File: config.mk
export PLATFORM = sky130hd
export DESIGN_NAME = hardwired_control_sequencer_flat
export DESIGN_NICKNAME = d
export VERILOG_FILES = /design/src/rtl/hardwired_control_sequencer_pkg.sv /design/src/rtl/hardwired_control_sequencer_if.sv /design/src/rtl/hardwired_control_sequencer_decoder.sv /design/src/rtl/hardwired_control_sequencer.sv /design/src/flat_wrapper.sv
export SDC_FILE = /design/constraint.sdc
export NUM_CORES = 1
export LEC_CHECK = 0
export ABC_AREA = 1
export CORE_UTILIZATION = 35
export DETAILED_ROUTE_END_ITERATION = 10
export PLACE_DENSITY = 0.9
export SLEW_MARGIN = 40
export SYNTH_ARGS = -nofsm -noshare
export SYNTH_HDL_FRONTEND = slang
export SYNTH_SLANG_ARGS = --single-unit
File: constraint.sdc
create_clock -name Clock -period 2 [get_ports Clock]
set_input_delay 0.5 -clock Clock [delete_from_list [all_inputs] [get_ports Clock]]
set_output_delay 0.5 -clock Clock [all_outputs]
set_load 0.05 [all_outputs]
File: src/rtl/hardwired_control_sequencer_pkg.sv
// ctrl_pkg: shared definitions for the hardwired control sequencer.
//   - timing-state and decoded op-class encodings
//   - opcode values, RF/ARF/ALU function codes, mux select codes
//   - the control-word struct and the IDLE / INIT words
package ctrl_pkg;

    typedef enum logic [2:0] {
        ST_INIT, ST_T0, ST_T1, ST_T2, ST_T3, ST_HALT
    } state_t;

    typedef enum logic [3:0] {
        OC_BRA, OC_BNE, OC_LDI, OC_LDM, OC_STM, OC_INC, OC_DEC,
        OC_ALU, OC_MOV, OC_HLT, OC_ILL
    } op_class_t;

    // Opcodes (IR[15:10])
    localparam logic [5:0] OP_BRA = 6'h00, OP_BNE = 6'h01, OP_LDI = 6'h02,
                           OP_LDM = 6'h03, OP_STM = 6'h04, OP_INC = 6'h05,
                           OP_DEC = 6'h06, OP_ADD = 6'h07, OP_SUB = 6'h08,
                           OP_AND = 6'h09, OP_ORR = 6'h0A, OP_XOR = 6'h0B,
                           OP_MOV = 6'h0C, OP_HLT = 6'h3F;

    // RF / ARF function codes
    localparam logic [2:0] FUN_DEC = 3'b000, FUN_INC = 3'b001, FUN_LOAD = 3'b010,
                           FUN_CLR = 3'b011, FUN_WRLO = 3'b101, FUN_WRHI = 3'b110;

    // ALU function codes
    localparam logic [4:0] ALU_A   = 5'b10000, ALU_ADD = 5'b10100, ALU_SUB = 5'b10110,
                           ALU_AND = 5'b10111, ALU_ORR = 5'b11000, ALU_XOR = 5'b11001;

    // ARF output selects and active-low {PC,AR,SP} enables
    localparam logic [1:0] ARF_PC = 2'b00, ARF_AR = 2'b10;
    localparam logic [2:0] ARF_EN_PC = 3'b011, ARF_EN_AR = 3'b101, ARF_EN_NONE = 3'b111;

    // MuxA/MuxB sources
    localparam logic [1:0] MUX_ALU = 2'b00, MUX_MEM = 2'b10, MUX_IMM = 2'b11;

    typedef struct packed {
        logic [2:0] rf_outa;
        logic [2:0] rf_outb;
        logic [2:0] rf_fun;
        logic [3:0] rf_reg;
        logic [3:0] rf_scr;
        logic [4:0] alu_fun;
        logic       alu_wf;
        logic [1:0] arf_outc;
        logic [1:0] arf_outd;
        logic [2:0] arf_fun;
        logic [2:0] arf_reg;
        logic       ir_lh;
        logic       ir_write;
        logic       mem_wr;
        logic       mem_cs;
        logic [1:0] mux_a;
        logic [1:0] mux_b;
        logic       mux_c;
    } ctrl_word_t;

    localparam ctrl_word_t CW_IDLE = '{
        rf_outa: 3'b000, rf_outb: 3'b000, rf_fun: 3'b000,
        rf_reg: 4'b1111, rf_scr: 4'b1111,
        alu_fun: 5'b00000, alu_wf: 1'b0,
        arf_outc: 2'b00, arf_outd: 2'b00, arf_fun: 3'b000, arf_reg: 3'b111,
        ir_lh: 1'b0, ir_write: 1'b0, mem_wr: 1'b0, mem_cs: 1'b1,
        mux_a: 2'b00, mux_b: 2'b00, mux_c: 1'b0
    };

    // Active-low one-hot enable for R1..R4 (idx 00 = R1 = bit3)
    function automatic logic [3:0] reg_en_n(input logic [1:0] idx);
        return ~(4'b1000 >> idx);
    endfunction

endpackage

File: src/rtl/hardwired_control_sequencer_if.sv
// Datapath control interface.
//   master: the sequencer -- drives the control word and status, reads IROut/FlagsOut.
//   slave : the datapath  -- consumes the control word, supplies IROut/FlagsOut.
interface hardwired_control_sequencer_if;
    logic [15:0] IROut;
    logic [3:0]  FlagsOut;      // {Z,C,N,O}
    logic [2:0]  RF_OutASel, RF_OutBSel, RF_FunSel;
    logic [3:0]  RF_RegSel, RF_ScrSel;
    logic [4:0]  ALU_FunSel;
    logic        ALU_WF;
    logic [1:0]  ARF_OutCSel, ARF_OutDSel;
    logic [2:0]  ARF_FunSel, ARF_RegSel;
    logic        IR_LH, IR_Write;
    logic        Mem_WR, Mem_CS;
    logic [1:0]  MuxASel, MuxBSel;
    logic        MuxCSel;
    logic        Halted, IllegalOp;

    modport master (
        input  IROut, FlagsOut,
        output RF_OutASel, RF_OutBSel, RF_FunSel, RF_RegSel, RF_ScrSel,
               ALU_FunSel, ALU_WF, ARF_OutCSel, ARF_OutDSel, ARF_FunSel, ARF_RegSel,
               IR_LH, IR_Write, Mem_WR, Mem_CS, MuxASel, MuxBSel, MuxCSel,
               Halted, IllegalOp
    );

    modport slave (
        output IROut, FlagsOut,
        input  RF_OutASel, RF_OutBSel, RF_FunSel, RF_RegSel, RF_ScrSel,
               ALU_FunSel, ALU_WF, ARF_OutCSel, ARF_OutDSel, ARF_FunSel, ARF_RegSel,
               IR_LH, IR_Write, Mem_WR, Mem_CS, MuxASel, MuxBSel, MuxCSel,
               Halted, IllegalOp
    );
endinterface

File: src/rtl/hardwired_control_sequencer_decoder.sv
// instr_decoder: purely combinational instruction decode.
//   ir_i       : instruction register
//   class_o    : op class (OC_ILL for unknown opcode or bad Format-B field)
//   rx_sel_o   : RF read select of the Format-A register (1,RSEL)
//   rx_en_o    : active-low RF enable of the Format-A register
//   dst_en_o   : active-low RF enable of the Format-B destination
//   src1_o/src2_o : Format-B read selects
//   alu_fun_o  : ALU function for Format-B ops
//   wf_o       : Format-B S bit (flag write)
module instr_decoder
    import ctrl_pkg::*;
#(
    parameter int OPC_W = 6
) (
    input  logic [15:0] ir_i,
    output op_class_t   class_o,
    output logic [2:0]  rx_sel_o,
    output logic [3:0]  rx_en_o,
    output logic [3:0]  dst_en_o,
    output logic [2:0]  src1_o,
    output logic [2:0]  src2_o,
    output logic [4:0]  alu_fun_o,
    output logic        wf_o
);
    logic [OPC_W-1:0] opc;
    logic [2:0]       dst;
    logic             fmt_b_ok;

    assign opc       = ir_i[15:16-OPC_W];
    assign dst       = ir_i[8:6];
    assign src1_o    = ir_i[5:3];
    assign src2_o    = ir_i[2:0];
    assign wf_o      = ir_i[9];
    assign rx_sel_o  = {1'b1, ir_i[9:8]};
    assign rx_en_o   = reg_en_n(ir_i[9:8]);
    assign dst_en_o  = reg_en_n(dst[1:0]);
    // Format-B register fields only address R1..R4 (1xx)
    assign fmt_b_ok  = dst[2] & src1_o[2] & src2_o[2];

    always_comb begin
        class_o   = OC_ILL;
        alu_fun_o = ALU_A;
        case (6'(opc))
            OP_BRA: class_o = OC_BRA;
            OP_BNE: class_o = OC_BNE;
            OP_LDI: class_o = OC_LDI;
            OP_LDM: class_o = OC_LDM;
            OP_STM: class_o = OC_STM;
            OP_INC: class_o = OC_INC;
            OP_DEC: class_o = OC_DEC;
            OP_ADD: begin class_o = OC_ALU; alu_fun_o = ALU_ADD; end
            OP_SUB: begin class_o = OC_ALU; alu_fun_o = ALU_SUB; end
            OP_AND: begin class_o = OC_ALU; alu_fun_o = ALU_AND; end
            OP_ORR: begin class_o = OC_ALU; alu_fun_o = ALU_ORR; end
            OP_XOR: begin class_o = OC_ALU; alu_fun_o = ALU_XOR; end
            OP_MOV: class_o = OC_MOV;
            OP_HLT: class_o = OC_HLT;
            default: class_o = OC_ILL;
        endcase
        if ((class_o == OC_ALU || class_o == OC_MOV) && !fmt_b_ok)
            class_o = OC_ILL;
    end
endmodule

File: src/rtl/hardwired_control_sequencer.sv
// hardwired_control_sequencer: timing-state FSM plus control-word mux for the
// ALU-system datapath. Fetches the 16-bit instruction in T0/T1 (low then high
// byte), executes in T2 (and T3 for LDM/STM), HALT is terminal until reset.
//   Clock : rising-edge clock shared with the datapath
//   Reset : asynchronous, active-low; forces INIT state and the IDLE word
//   cb    : control interface (master side)
module hardwired_control_sequencer
    import ctrl_pkg::*;
#(
    parameter int OPC_W           = 6,
    parameter bit HALT_ON_ILLEGAL = 1'b0
) (
    input  logic                                Clock,
    input  logic                                Reset,
    hardwired_control_sequencer_if.master       cb
);
    state_t     state_q, state_d;
    ctrl_word_t cw, cw_o;
    op_class_t  oc;
    logic [2:0] rx_sel, src1, src2;
    logic [3:0] rx_en, dst_en;
    logic [4:0] alu_fun;
    logic       wf, z_flag;
    logic       unused_flags;

    assign z_flag       = cb.FlagsOut[3];
    assign unused_flags = ^cb.FlagsOut[2:0];

    instr_decoder #(.OPC_W(OPC_W)) u_dec (
        .ir_i      (cb.IROut),
        .class_o   (oc),
        .rx_sel_o  (rx_sel),
        .rx_en_o   (rx_en),
        .dst_en_o  (dst_en),
        .src1_o    (src1),
        .src2_o    (src2),
        .alu_fun_o (alu_fun),
        .wf_o      (wf)
    );

    always_ff @(posedge Clock or negedge Reset) begin
        if (!Reset) state_q <= ST_INIT;
        else        state_q <= state_d;
    end

    always_comb begin
        state_d = state_q;
        cw      = CW_IDLE;
        case (state_q)
            ST_INIT: begin
                cw.rf_fun  = FUN_CLR;
                cw.rf_reg  = 4'b0000;
                cw.rf_scr  = 4'b0000;
                cw.arf_fun = FUN_CLR;
                cw.arf_reg = 3'b000;
                state_d    = ST_T0;
            end
            ST_T0, ST_T1: begin
                cw.arf_outd = ARF_PC;
                cw.mem_cs   = 1'b0;
                cw.ir_write = 1'b1;
                cw.ir_lh    = (state_q == ST_T1);
                cw.arf_fun  = FUN_INC;
                cw.arf_reg  = ARF_EN_PC;
                state_d     = (state_q == ST_T0) ? ST_T1 : ST_T2;
            end
            ST_T2, ST_T3: begin
                state_d = ST_T0;
                case (oc)
                    OC_BRA, OC_BNE: begin
                        // BNE with Z set leaves the word IDLE
                        if (oc == OC_BRA || !z_flag) begin
                            cw.mux_b   = MUX_IMM;
                            cw.arf_fun = FUN_LOAD;
                            cw.arf_reg = ARF_EN_PC;
                        end
                    end
                    OC_LDI: begin
                        cw.mux_a  = MUX_IMM;
                        cw.rf_fun = FUN_LOAD;
                        cw.rf_reg = rx_en;
                    end
                    OC_LDM: begin
                        cw.arf_outd = ARF_AR;
                        cw.mem_cs   = 1'b0;
                        cw.mux_a    = MUX_MEM;
                        cw.rf_fun   = (state_q == ST_T2) ? FUN_WRLO : FUN_WRHI;
                        cw.rf_reg   = rx_en;
                        cw.arf_fun  = FUN_INC;
                        cw.arf_reg  = ARF_EN_AR;
                        if (state_q == ST_T2) state_d = ST_T3;
                    end
                    OC_STM: begin
                        cw.rf_outa  = rx_sel;
                        cw.alu_fun  = ALU_A;
                        cw.arf_outd = ARF_AR;
                        cw.mem_cs   = 1'b0;
                        cw.mem_wr   = 1'b1;
                        cw.mux_c    = (state_q == ST_T3);
                        cw.arf_fun  = FUN_INC;
                        cw.arf_reg  = ARF_EN_AR;
                        if (state_q == ST_T2) state_d = ST_T3;
                    end
                    OC_INC, OC_DEC: begin
                        cw.rf_fun = (oc == OC_INC) ? FUN_INC : FUN_DEC;
                        cw.rf_reg = rx_en;
                    end
                    OC_ALU, OC_MOV: begin
                        cw.rf_outa = src1;
                        cw.rf_outb = src2;
                        cw.alu_fun = (oc == OC_MOV) ? ALU_A : alu_fun;
                        cw.alu_wf  = wf;
                        cw.mux_a   = MUX_ALU;
                        cw.rf_fun  = FUN_LOAD;
                        cw.rf_reg  = dst_en;
                    end
                    OC_HLT:  state_d = ST_HALT;
                    default: state_d = HALT_ON_ILLEGAL ? ST_HALT : ST_T0;
                endcase
            end
            ST_HALT: state_d = ST_HALT;
            default: state_d = ST_INIT;
        endcase
    end

    // Reset low overrides the INIT word so nothing is cleared until release
    assign cw_o = Reset ? cw : CW_IDLE;

    assign cb.RF_OutASel  = cw_o.rf_outa;
    assign cb.RF_OutBSel  = cw_o.rf_outb;
    assign cb.RF_FunSel   = cw_o.rf_fun;
    assign cb.RF_RegSel   = cw_o.rf_reg;
    assign cb.RF_ScrSel   = cw_o.rf_scr;
    assign cb.ALU_FunSel  = cw_o.alu_fun;
    assign cb.ALU_WF      = cw_o.alu_wf;
    assign cb.ARF_OutCSel = cw_o.arf_outc;
    assign cb.ARF_OutDSel = cw_o.arf_outd;
    assign cb.ARF_FunSel  = cw_o.arf_fun;
    assign cb.ARF_RegSel  = cw_o.arf_reg;
    assign cb.IR_LH       = cw_o.ir_lh;
    assign cb.IR_Write    = cw_o.ir_write;
    assign cb.Mem_WR      = cw_o.mem_wr;
    assign cb.Mem_CS      = cw_o.mem_cs;
    assign cb.MuxASel     = cw_o.mux_a;
    assign cb.MuxBSel     = cw_o.mux_b;
    assign cb.MuxCSel     = cw_o.mux_c;
    assign cb.Halted      = Reset && (state_q == ST_HALT);
    assign cb.IllegalOp   = Reset && (state_q == ST_T2) && (oc == OC_ILL);
endmodule

File: src/flat_wrapper.sv
// flat-port wrapper written by rule: the top's interface ports become plain ports
module hardwired_control_sequencer_flat import ctrl_pkg::*;
#(
    parameter int OPC_W           = 6,
    parameter bit HALT_ON_ILLEGAL = 1'b0
)
  (Clock, Reset, cb_IROut, cb_FlagsOut, cb_RF_OutASel, cb_RF_OutBSel, cb_RF_FunSel, cb_RF_RegSel, cb_RF_ScrSel, cb_ALU_FunSel, cb_ALU_WF, cb_ARF_OutCSel, cb_ARF_OutDSel, cb_ARF_FunSel, cb_ARF_RegSel, cb_IR_LH, cb_IR_Write, cb_Mem_WR, cb_Mem_CS, cb_MuxASel, cb_MuxBSel, cb_MuxCSel, cb_Halted, cb_IllegalOp);
  hardwired_control_sequencer_if cb_i ();
  input  logic Clock;
  input  logic Reset;
  input wire logic [$bits(cb_i.IROut)-1:0] cb_IROut;
  input wire logic [$bits(cb_i.FlagsOut)-1:0] cb_FlagsOut;
  output wire logic [$bits(cb_i.RF_OutASel)-1:0] cb_RF_OutASel;
  output wire logic [$bits(cb_i.RF_OutBSel)-1:0] cb_RF_OutBSel;
  output wire logic [$bits(cb_i.RF_FunSel)-1:0] cb_RF_FunSel;
  output wire logic [$bits(cb_i.RF_RegSel)-1:0] cb_RF_RegSel;
  output wire logic [$bits(cb_i.RF_ScrSel)-1:0] cb_RF_ScrSel;
  output wire logic [$bits(cb_i.ALU_FunSel)-1:0] cb_ALU_FunSel;
  output wire logic [$bits(cb_i.ALU_WF)-1:0] cb_ALU_WF;
  output wire logic [$bits(cb_i.ARF_OutCSel)-1:0] cb_ARF_OutCSel;
  output wire logic [$bits(cb_i.ARF_OutDSel)-1:0] cb_ARF_OutDSel;
  output wire logic [$bits(cb_i.ARF_FunSel)-1:0] cb_ARF_FunSel;
  output wire logic [$bits(cb_i.ARF_RegSel)-1:0] cb_ARF_RegSel;
  output wire logic [$bits(cb_i.IR_LH)-1:0] cb_IR_LH;
  output wire logic [$bits(cb_i.IR_Write)-1:0] cb_IR_Write;
  output wire logic [$bits(cb_i.Mem_WR)-1:0] cb_Mem_WR;
  output wire logic [$bits(cb_i.Mem_CS)-1:0] cb_Mem_CS;
  output wire logic [$bits(cb_i.MuxASel)-1:0] cb_MuxASel;
  output wire logic [$bits(cb_i.MuxBSel)-1:0] cb_MuxBSel;
  output wire logic [$bits(cb_i.MuxCSel)-1:0] cb_MuxCSel;
  output wire logic [$bits(cb_i.Halted)-1:0] cb_Halted;
  output wire logic [$bits(cb_i.IllegalOp)-1:0] cb_IllegalOp;
  assign cb_i.IROut = cb_IROut;
  assign cb_i.FlagsOut = cb_FlagsOut;
  assign cb_RF_OutASel = cb_i.RF_OutASel;
  assign cb_RF_OutBSel = cb_i.RF_OutBSel;
  assign cb_RF_FunSel = cb_i.RF_FunSel;
  assign cb_RF_RegSel = cb_i.RF_RegSel;
  assign cb_RF_ScrSel = cb_i.RF_ScrSel;
  assign cb_ALU_FunSel = cb_i.ALU_FunSel;
  assign cb_ALU_WF = cb_i.ALU_WF;
  assign cb_ARF_OutCSel = cb_i.ARF_OutCSel;
  assign cb_ARF_OutDSel = cb_i.ARF_OutDSel;
  assign cb_ARF_FunSel = cb_i.ARF_FunSel;
  assign cb_ARF_RegSel = cb_i.ARF_RegSel;
  assign cb_IR_LH = cb_i.IR_LH;
  assign cb_IR_Write = cb_i.IR_Write;
  assign cb_Mem_WR = cb_i.Mem_WR;
  assign cb_Mem_CS = cb_i.Mem_CS;
  assign cb_MuxASel = cb_i.MuxASel;
  assign cb_MuxBSel = cb_i.MuxBSel;
  assign cb_MuxCSel = cb_i.MuxCSel;
  assign cb_Halted = cb_i.Halted;
  assign cb_IllegalOp = cb_i.IllegalOp;
  hardwired_control_sequencer #(.OPC_W(OPC_W), .HALT_ON_ILLEGAL(HALT_ON_ILLEGAL)) u_core (.Clock(Clock), .Reset(Reset), .cb(cb_i));
endmodule
==> impl_metrics.csv, run 1 <==
group,metric,value,unit
synthesis,synth_common_cells,"35 x nand2_1, 29 x nor2_1, 25 x inv_1",
synthesis,synth_edf_count,0,
synthesis,synthTopCellsByArea,"nand2_1 14%, nor2_1 11%, inv_1 9.8%, dfrtp_1 7.9%, nand3_1 7.9%",
place,gp_congestion,0.9094,
synthesis,post-synth-top-area-fraction,13.78,%
synthesis,yosysWarnings,0,
die,die_w,54.19,microns
status,error,"[ERROR DPL-0038] Utilization greater than 100%, impossible to legalize",
synthesis,syn_inst,170,
synthesis,synth_cell_type_count,30,
synthesis,yosysSeqAreaShare,7.874,%
synthesis,syn_avg_cell_area,5.608,sq um
synthesis,ys_ff_latch,3,
synthesis,syn-cell-area,953.4,sq um
die,initial_utilization,37.80,%
status,outcome,"stopped before the end",
synthesis,yosys.area.top_type,"nand2_1",
synthesis,postSynth.asyncResetShare,100.0,%
synthesis,synth_ff_type,"dfrtp_1",
die,die_h,54.19,microns
place,io_buffer_count,58,
die,pin_count,66,
die,rows,18,
status,haltStage,"detailed placement (3_5_place_dp)",
synthesis,synth.most_common_cell,"nand2_1",
cell families after synthesis:
group / after synthesis / synth area share [%]
AO/OA/AOI/OAI: 22 / 14.31
other: 1 / 0.3933
AND/OR/NAND/NOR: 105 / 57.74
buffers and inverters: 39 / 19.69
flip-flops: 3 / 7.874
stage by stage:
stage	instances	cell area, sq um
after global placement	303	2551
after floorplan	173	1210
==> run 2: changes to the inputs <==
- CORE_UTILIZATION: 35 -> 20
- PLACE_DENSITY: 0.9 -> unset
- PLACE_DENSITY_LB_ADDON: unset -> 0.15
==> run 2 against run 1 <==
Against the previous run: synthesized cell count is the same; area after synthesis is the same; the flow now finishes, with violations (DRC, setup timing).
==> impl_metrics.csv, run 2 <==
group,metric,value,unit
status,outcome,"complete, but fails checks",
status,violations,"DRC, setup timing",
place,place_area,2566,sq um
place,placed_cells,325,
final_layout,nets,322,
pwr,power_density,149.2,nW/um^2
global_routing,grt_overflow,0,
place,place_hpwl,3193,microns
setup_path,worstSetupEndpointType,"primary output",
routing,viasPerCell,4.410,
die,rows,24,
final_layout,area_growth,224.5,%
setup_path,cp-start-kind,"primary input",
flow_run,drv_cap,0,
final_layout,top_regs,"u_core.state_q: 3 flops",
synthesis,syn_avg_cell_area,5.608,sq um
global_routing,track_usage,16.71,%
routing,drc,8,
sta,setup_slack,-0.3917,ns
final_layout,filler_cell_count,344,
die,initial_utilization,21.31,%
sta,setup-violations-final,37,
final_layout,layout.cells.non_filler,351,
final_layout,multi_input_area,1166,sq um
synthesis,synth_ff_type,"dfrtp_1",
sta,hold_viol,0,
clocking,htreeDepth,1,
synthesis,yosysWarnings,0,
pwr,switchingPower,0.1666,mW
place,io_buffer_count,58,
setup_path,cp_cell_sequence,"buf_2 > nor2_2 > nand3_4 > nand3_2 > nand2_2 > inv_2 > nand4_4 > nand2_4 > nand2_8 > inv_8 > nand2_4 > o21ai_4 > buf_12",
min_path,hp-class,"in2async",
clocking,insertion_delay,0.21,ns
setup_path,r2r-end,"u_core.state_q[0]",
sta,period_share,119.6,%
setup_path,critPathMaxStageDelay,0.23,ns
die,die_h,71.05,microns
clocking,clkTransAtPathRegs,0.03,ns
setup_path,slowest_stage,"nor2_2",
setup_path,critical_path_buf_inv_count,4,
routing,ant_nets,0,
sta,fmax,418.1,MHz
sta,min_period,2.392,ns
setup_path,cpMostUsedCell,"nand2_4",
global_routing,grt_pass1_wl,6844,microns
synthesis,yosys.area.top_type,"nand2_1",
synthesis,syn_inst,170,
setup_path,reg2reg_slack,0.59,ns
setup_path,path_class,"in2out",
die,core,4474,sq um
sta,rsz0062_at_grt,"yes",
clocking,cts_hold_buf,0,
setup_path,required,1.50,ns
clocking,root_buffer,"clkbuf_8",
setup_path,r2r-start,"u_core.state_q[0]",
pwr,p_leak,1.378,nW
sta,slew_violations,0,
routing,drt_iter0_drc,49,
die,pin_count,66,
synthesis,synthTopCellsByArea,"nand2_1 14%, nor2_1 11%, inv_1 9.8%, dfrtp_1 7.9%, nand3_1 7.9%",
setup_path,endpoint,"cb_RF_OutASel[1]",
final_layout,fin_area,3094,sq um
synthesis,ys_ff_latch,3,
pwr,sw_frac_of_total,36.11,%
setup_path,worst-path-stages,13,
final_layout,largest-register,"u_core.state_q",
clocking,clock_path_buffers,2,
final_layout,drive_above_1_share,74.25,%
setup_path,critPathTopFamily,"simple AND/OR/NAND/NOR gates",
synthesis,synth_edf_count,0,
final_layout,largest_reg_flops,3,
setup_path,reg2reg_depth,7,
synthesis,post-synth-top-area-fraction,13.78,%
pwr,internal_power,0.2949,mW
pwr,share_comb_of_total_power,49.1,%
pwr,sequentialPowerShare,13.2,%
synthesis,postSynth.asyncResetShare,100.0,%
synthesis,synth_cell_type_count,30,
clocking,cts_tree,"done",
die,die_w,71.05,microns
setup_path,cp_data_arrival_time,1.89,ns
die,die-area,5047,sq um
final_layout,layout_common_cells,"53 x buf_4, 41 x buf_12, 24 x buf_6, 17 x nor2_4",
place,gp_congestion,0.8042,
routing,drtPass1Iterations,9,
pwr,ir_drop,0.5331,mV
final_layout,regArea,76.32,sq um
sta,skew,0.0004009,ns
synthesis,yosysSeqAreaShare,7.874,%
setup_path,path_max_fanout,6,
global_routing,antenna_found_initial,0,
global_routing,grt_max_degree,8,
clocking,numCtsBuffers,3,
synthesis,synth_common_cells,"35 x nand2_1, 29 x nor2_1, 25 x inv_1",
final_layout,diodes,0,
final_layout,final_common_cell,"buf_4",
synthesis,syn-cell-area,953.4,sq um
pwr,power_frac_clock,37.6,%
routing,finalWirelength,4265,microns
routing,routedWlPerCell,12.15,microns
global_routing,grt_pass1_vias,1519,
setup_path,critPathLaunch,"cb_IROut[11]",
routing,vias,1548,
clocking,clkSinkCount,3,
synthesis,synth.most_common_cell,"nand2_1",
run 2: how the worst min path moves through the flow:
stage / from / to / slack (ns)
2_1_floorplan: Reset / u_core.state_q[0] / 0.20
3_3_place_gp: u_core.state_q[0] / u_core.state_q[0] / 0.59
3_5_place_dp: u_core.state_q[0] / u_core.state_q[0] / 0.59
4_1_cts: Reset / u_core.state_q[0] / 0.34
5_1_grt: Reset / u_core.state_q[0] / 0.34
6_report: Reset / u_core.state_q[0] / 0.34
run 2: logic make-up (layout without fill, tap and decap cells):
family                 count (synthesis)  count (layout)  share of synthesized area [%]
AO/OA/AOI/OAI                         22              22                          14.31
buffers and inverters                 39             165                          19.69
flip-flops                             3               3                          7.874
other                                  1               4                         0.3933
AND/OR/NAND/NOR                      105             105                          57.74
run 2: layer usage:
layer / share of wire [%] / GRT usage [%] / vias to the layer above / wire length (microns)
met5: 0 / 0 / - / 0
met4: 0.75 / 3.333 / 0 / 32
met3: 4.7 / 1.282 / 5 / 199
met2: 55 / 32.80 / 39 / 2327
met1: 40 / 19.69 / 710 / 1705
li1: - / - / 794 / -
run 2: cell type report:
type / instances / area share, %
repair buffers: 132 / 52.20
multi-input cells: 131 / 37.69
inverters: 29 / 4.084
flip-flops and latches: 3 / 2.467
well taps: 52 / 2.103
clock buffers: 4 / 1.456
run 2: stage by stage:
stage,TNS [ns],util (%),setup slack (ns),hold slack (ns),power [mW]
after floorplan,-4.494,-,-0.4106,0.2044,0.1638
after detailed placement,-25.43,57.35,-0.8939,0.5924,0.2495
after CTS,-8.516,65.88,-0.4027,0.3396,0.4606
final,-8.911,69.16,-0.3917,0.3412,0.4615
after global placement,-25.28,57.35,-0.8934,0.5892,0.2489
after global routing,-12.27,69.16,-0.4900,0.3396,0.4906
run 2: repair_timing:
item / 4_1_cts / 5_1_grt
gates resized for setup: 94 / 29
setup endpoints to repair: 40 / 39
buffers inserted: 14 / 12
pin swaps: 27 / 22
run 2: power groups by stage:
stage          Clock [mW]  Sequential [mW]  Combinational, mW
2_1_floorplan           0           0.0618              0.102
3_5_place_dp            0           0.0618              0.188
5_1_grt             0.185           0.0611              0.244
4_1_cts             0.180           0.0611              0.219
3_3_place_gp            0           0.0618              0.187
6_report            0.174           0.0611              0.227
Power figures use the tool's default switching activity.
==> run 3: changes to the inputs <==
- GPL_ROUTABILITY_DRIVEN: unset -> 1
==> results of run 3 <==
Final layout, timing and power as in run 2 (identical DEF).
==> run 4: changes to the inputs <==
- SETUP_SLACK_MARGIN: unset -> 0.15
==> run 4 against run 3 <==
Against the previous run: clock-buffer cell count unchanged; largest cell class unchanged; the flow still finishes with violations (DRC, setup timing); sequential share of layout area decreased by 0.11 points; combinational power increased by 8.8%; non-clock buffer count increased by 5; hold slack improved by 0.11 ns; largest power group unchanged; flip-flop and latch count unchanged; routed wire length increased by 9.7%; global-route usage increased by 1.5 points.
==> impl_metrics.csv, run 4 (synthesized netlist as in run 2, its figures left out) <==
group,metric,value,unit
clocking,htreeDepth,1,
global_routing,grt_overflow,0,
sta,skew,0.0008565,ns
final_layout,filler_cell_count,304,
clocking,numCtsBuffers,3,
sta,setup-violations-final,39,
routing,ant_nets,0,
die,pin_count,66,
sta,setup_tns,-11.55,ns
final_layout,top_regs,"u_core.state_q: 3 flops",
global_routing,grt_max_degree,8,
routing,drt_iter0_drc,34,
setup_path,cp-start-kind,"primary input",
sta,fmax,404.3,MHz
setup_path,r2r-end,"u_core.state_q[0]",
status,violations,"DRC, setup timing",
final_layout,layout_common_cells,"50 x buf_4, 40 x buf_12, 30 x buf_6, 19 x nor2_4, 16 x nand2_4",
sta,setup_slack,-0.4733,ns
pwr,power_density,149.9,nW/um^2
pwr,ir_drop,0.2811,mV
setup_path,path_max_fanout,6,
pwr,p_leak,1.411,nW
final_layout,diodes,0,
routing,viasPerCell,4.492,
die,rows,24,
clocking,insertion_delay,0.22,ns
setup_path,required,1.50,ns
setup_path,slowest_stage,"o32a_1",
place,io_buffer_count,58,
routing,routedWlPerCell,13.15,microns
setup_path,r2r-start,"u_core.state_q[1]",
clocking,root_buffer,"clkbuf_8",
min_path,hp-class,"in2async",
die,die_h,71.05,microns
setup_path,cpMostUsedCell,"buf_4",
setup_path,path_class,"in2out",
routing,drc,6,
sta,slew_violations,0,
setup_path,reg2reg_depth,7,
pwr,p_total,0.4853,mW
setup_path,reg2reg_slack,0.54,ns
final_layout,largest-register,"u_core.state_q",
final_layout,final_common_cell,"buf_4",
final_layout,nets,327,
sta,fin_hold_ws,0.4535,ns
place,gp_congestion,0.7982,
clocking,cts_hold_buf,0,
setup_path,worstSetupEndpointType,"primary output",
setup_path,cp_data_arrival_time,1.97,ns
die,core,4474,sq um
global_routing,antenna_found_initial,0,
final_layout,multi_input_area,1246,sq um
final_layout,area_growth,239.6,%
clocking,clkSinkCount,3,
place,place_hpwl,3047,microns
final_layout,drive_above_1_share,77.63,%
sta,period_share,123.7,%
setup_path,cp_cell_sequence,"buf_8 > nor2_4 > buf_4 > nand3_1 > buf_4 > o32a_1 > o21ai_4 > buf_12",
routing,finalWirelength,4680,microns
global_routing,track_usage,18.21,%
sta,rsz0062_at_grt,"yes",
global_routing,grt_pass1_wl,7424,microns
routing,vias,1599,
clocking,cts_tree,"done",
status,outcome,"complete, but fails checks",
die,initial_utilization,21.31,%
die,die_w,71.05,microns
setup_path,critical_path_buf_inv_count,4,
sta,hold_viol,0,
clocking,clkTransAtPathRegs,0.03,ns
clocking,clock_path_buffers,2,
routing,drtPass1Iterations,7,
final_layout,fin_util,72.37,%
setup_path,critPathTopFamily,"buffers and inverters",
place,place_area,2606,sq um
final_layout,fin_area,3238,sq um
flow_run,drv_cap,0,
final_layout,regArea,76.32,sq um
die,die-area,5047,sq um
sta,min_period,2.473,ns
global_routing,grt_pass1_vias,1647,
setup_path,critPathMaxStageDelay,0.32,ns
final_layout,largest_reg_flops,3,
run 4: changes by cell type in the layout (fill, tap and decap cells not counted), sizes merged:
cell / delta
clkinvlp: +1
inv: -1
buf: +5
run 4: stage by stage:
step | setup slack (ns) | std cells
after floorplan | -0.4106 | 173
after global placement | -0.8522 | 327
after detailed placement | -0.8957 | 327
after CTS | -0.4377 | 351
after global routing | -0.5519 | 356
final | -0.4733 | 356
run 4: how the worst max path moves through the flow:
stage / from / endpoint / slack [ns] / cells past startpoint
after floorplan: cb_IROut[15] / cb_ALU_FunSel[2] / -0.41 / 6
after global placement: cb_IROut[13] / cb_RF_OutASel[1] / -0.85 / 14
after detailed placement: cb_IROut[13] / cb_RF_RegSel[1] / -0.90 / 14
after CTS: cb_IROut[14] / cb_RF_FunSel[0] / -0.44 / 8
after global routing: cb_IROut[15] / cb_RF_RegSel[3] / -0.55 / 11
final: cb_IROut[15] / cb_RF_FunSel[0] / -0.47 / 8
run 4: layout make-up:
type	count	area share [%]
well taps	52	2.009
inverters	29	4.019
flip-flops and latches	3	2.357
multi-input cells	131	38.49
clock buffers	4	1.391
repair buffers	137	51.74
run 4: worst reg2reg max path, stage by stage (launching register included):
cell	delay [ns]
dfrtp_1	0.42
nand2_2	0.13
nor2_4	0.04
buf_4	0.14
a21oi_4	0.17
inv_2	0.13
a21oi_1	0.19
o21ai_1	0.10
run 4: routing by layer:
| layer | GRT usage [%] | share of wire, % |
|---|---|---|
| met5 | 0 | 0 |
| met4 | 4.000 | 1.7 |
| met3 | 1.425 | 4.9 |
| met2 | 34.94 | 52 |
| met1 | 21.94 | 41 |
run 4: report_power, final:
part / internal (mW) / total (mW) / switching, mW
sequential: 0.0611 / 0.0611 / 0
combinational: 0.108 / 0.247 / 0.139
clock: 0.136 / 0.177 / 0.0409
run 4: repair_timing:
item,CTS,global route
endpoints found under the setup margin,42,41
hold endpoints to repair,0,0
cloned,0,0
pin swaps,29,19
setup buffers,21,5
gates resized for setup,116,24
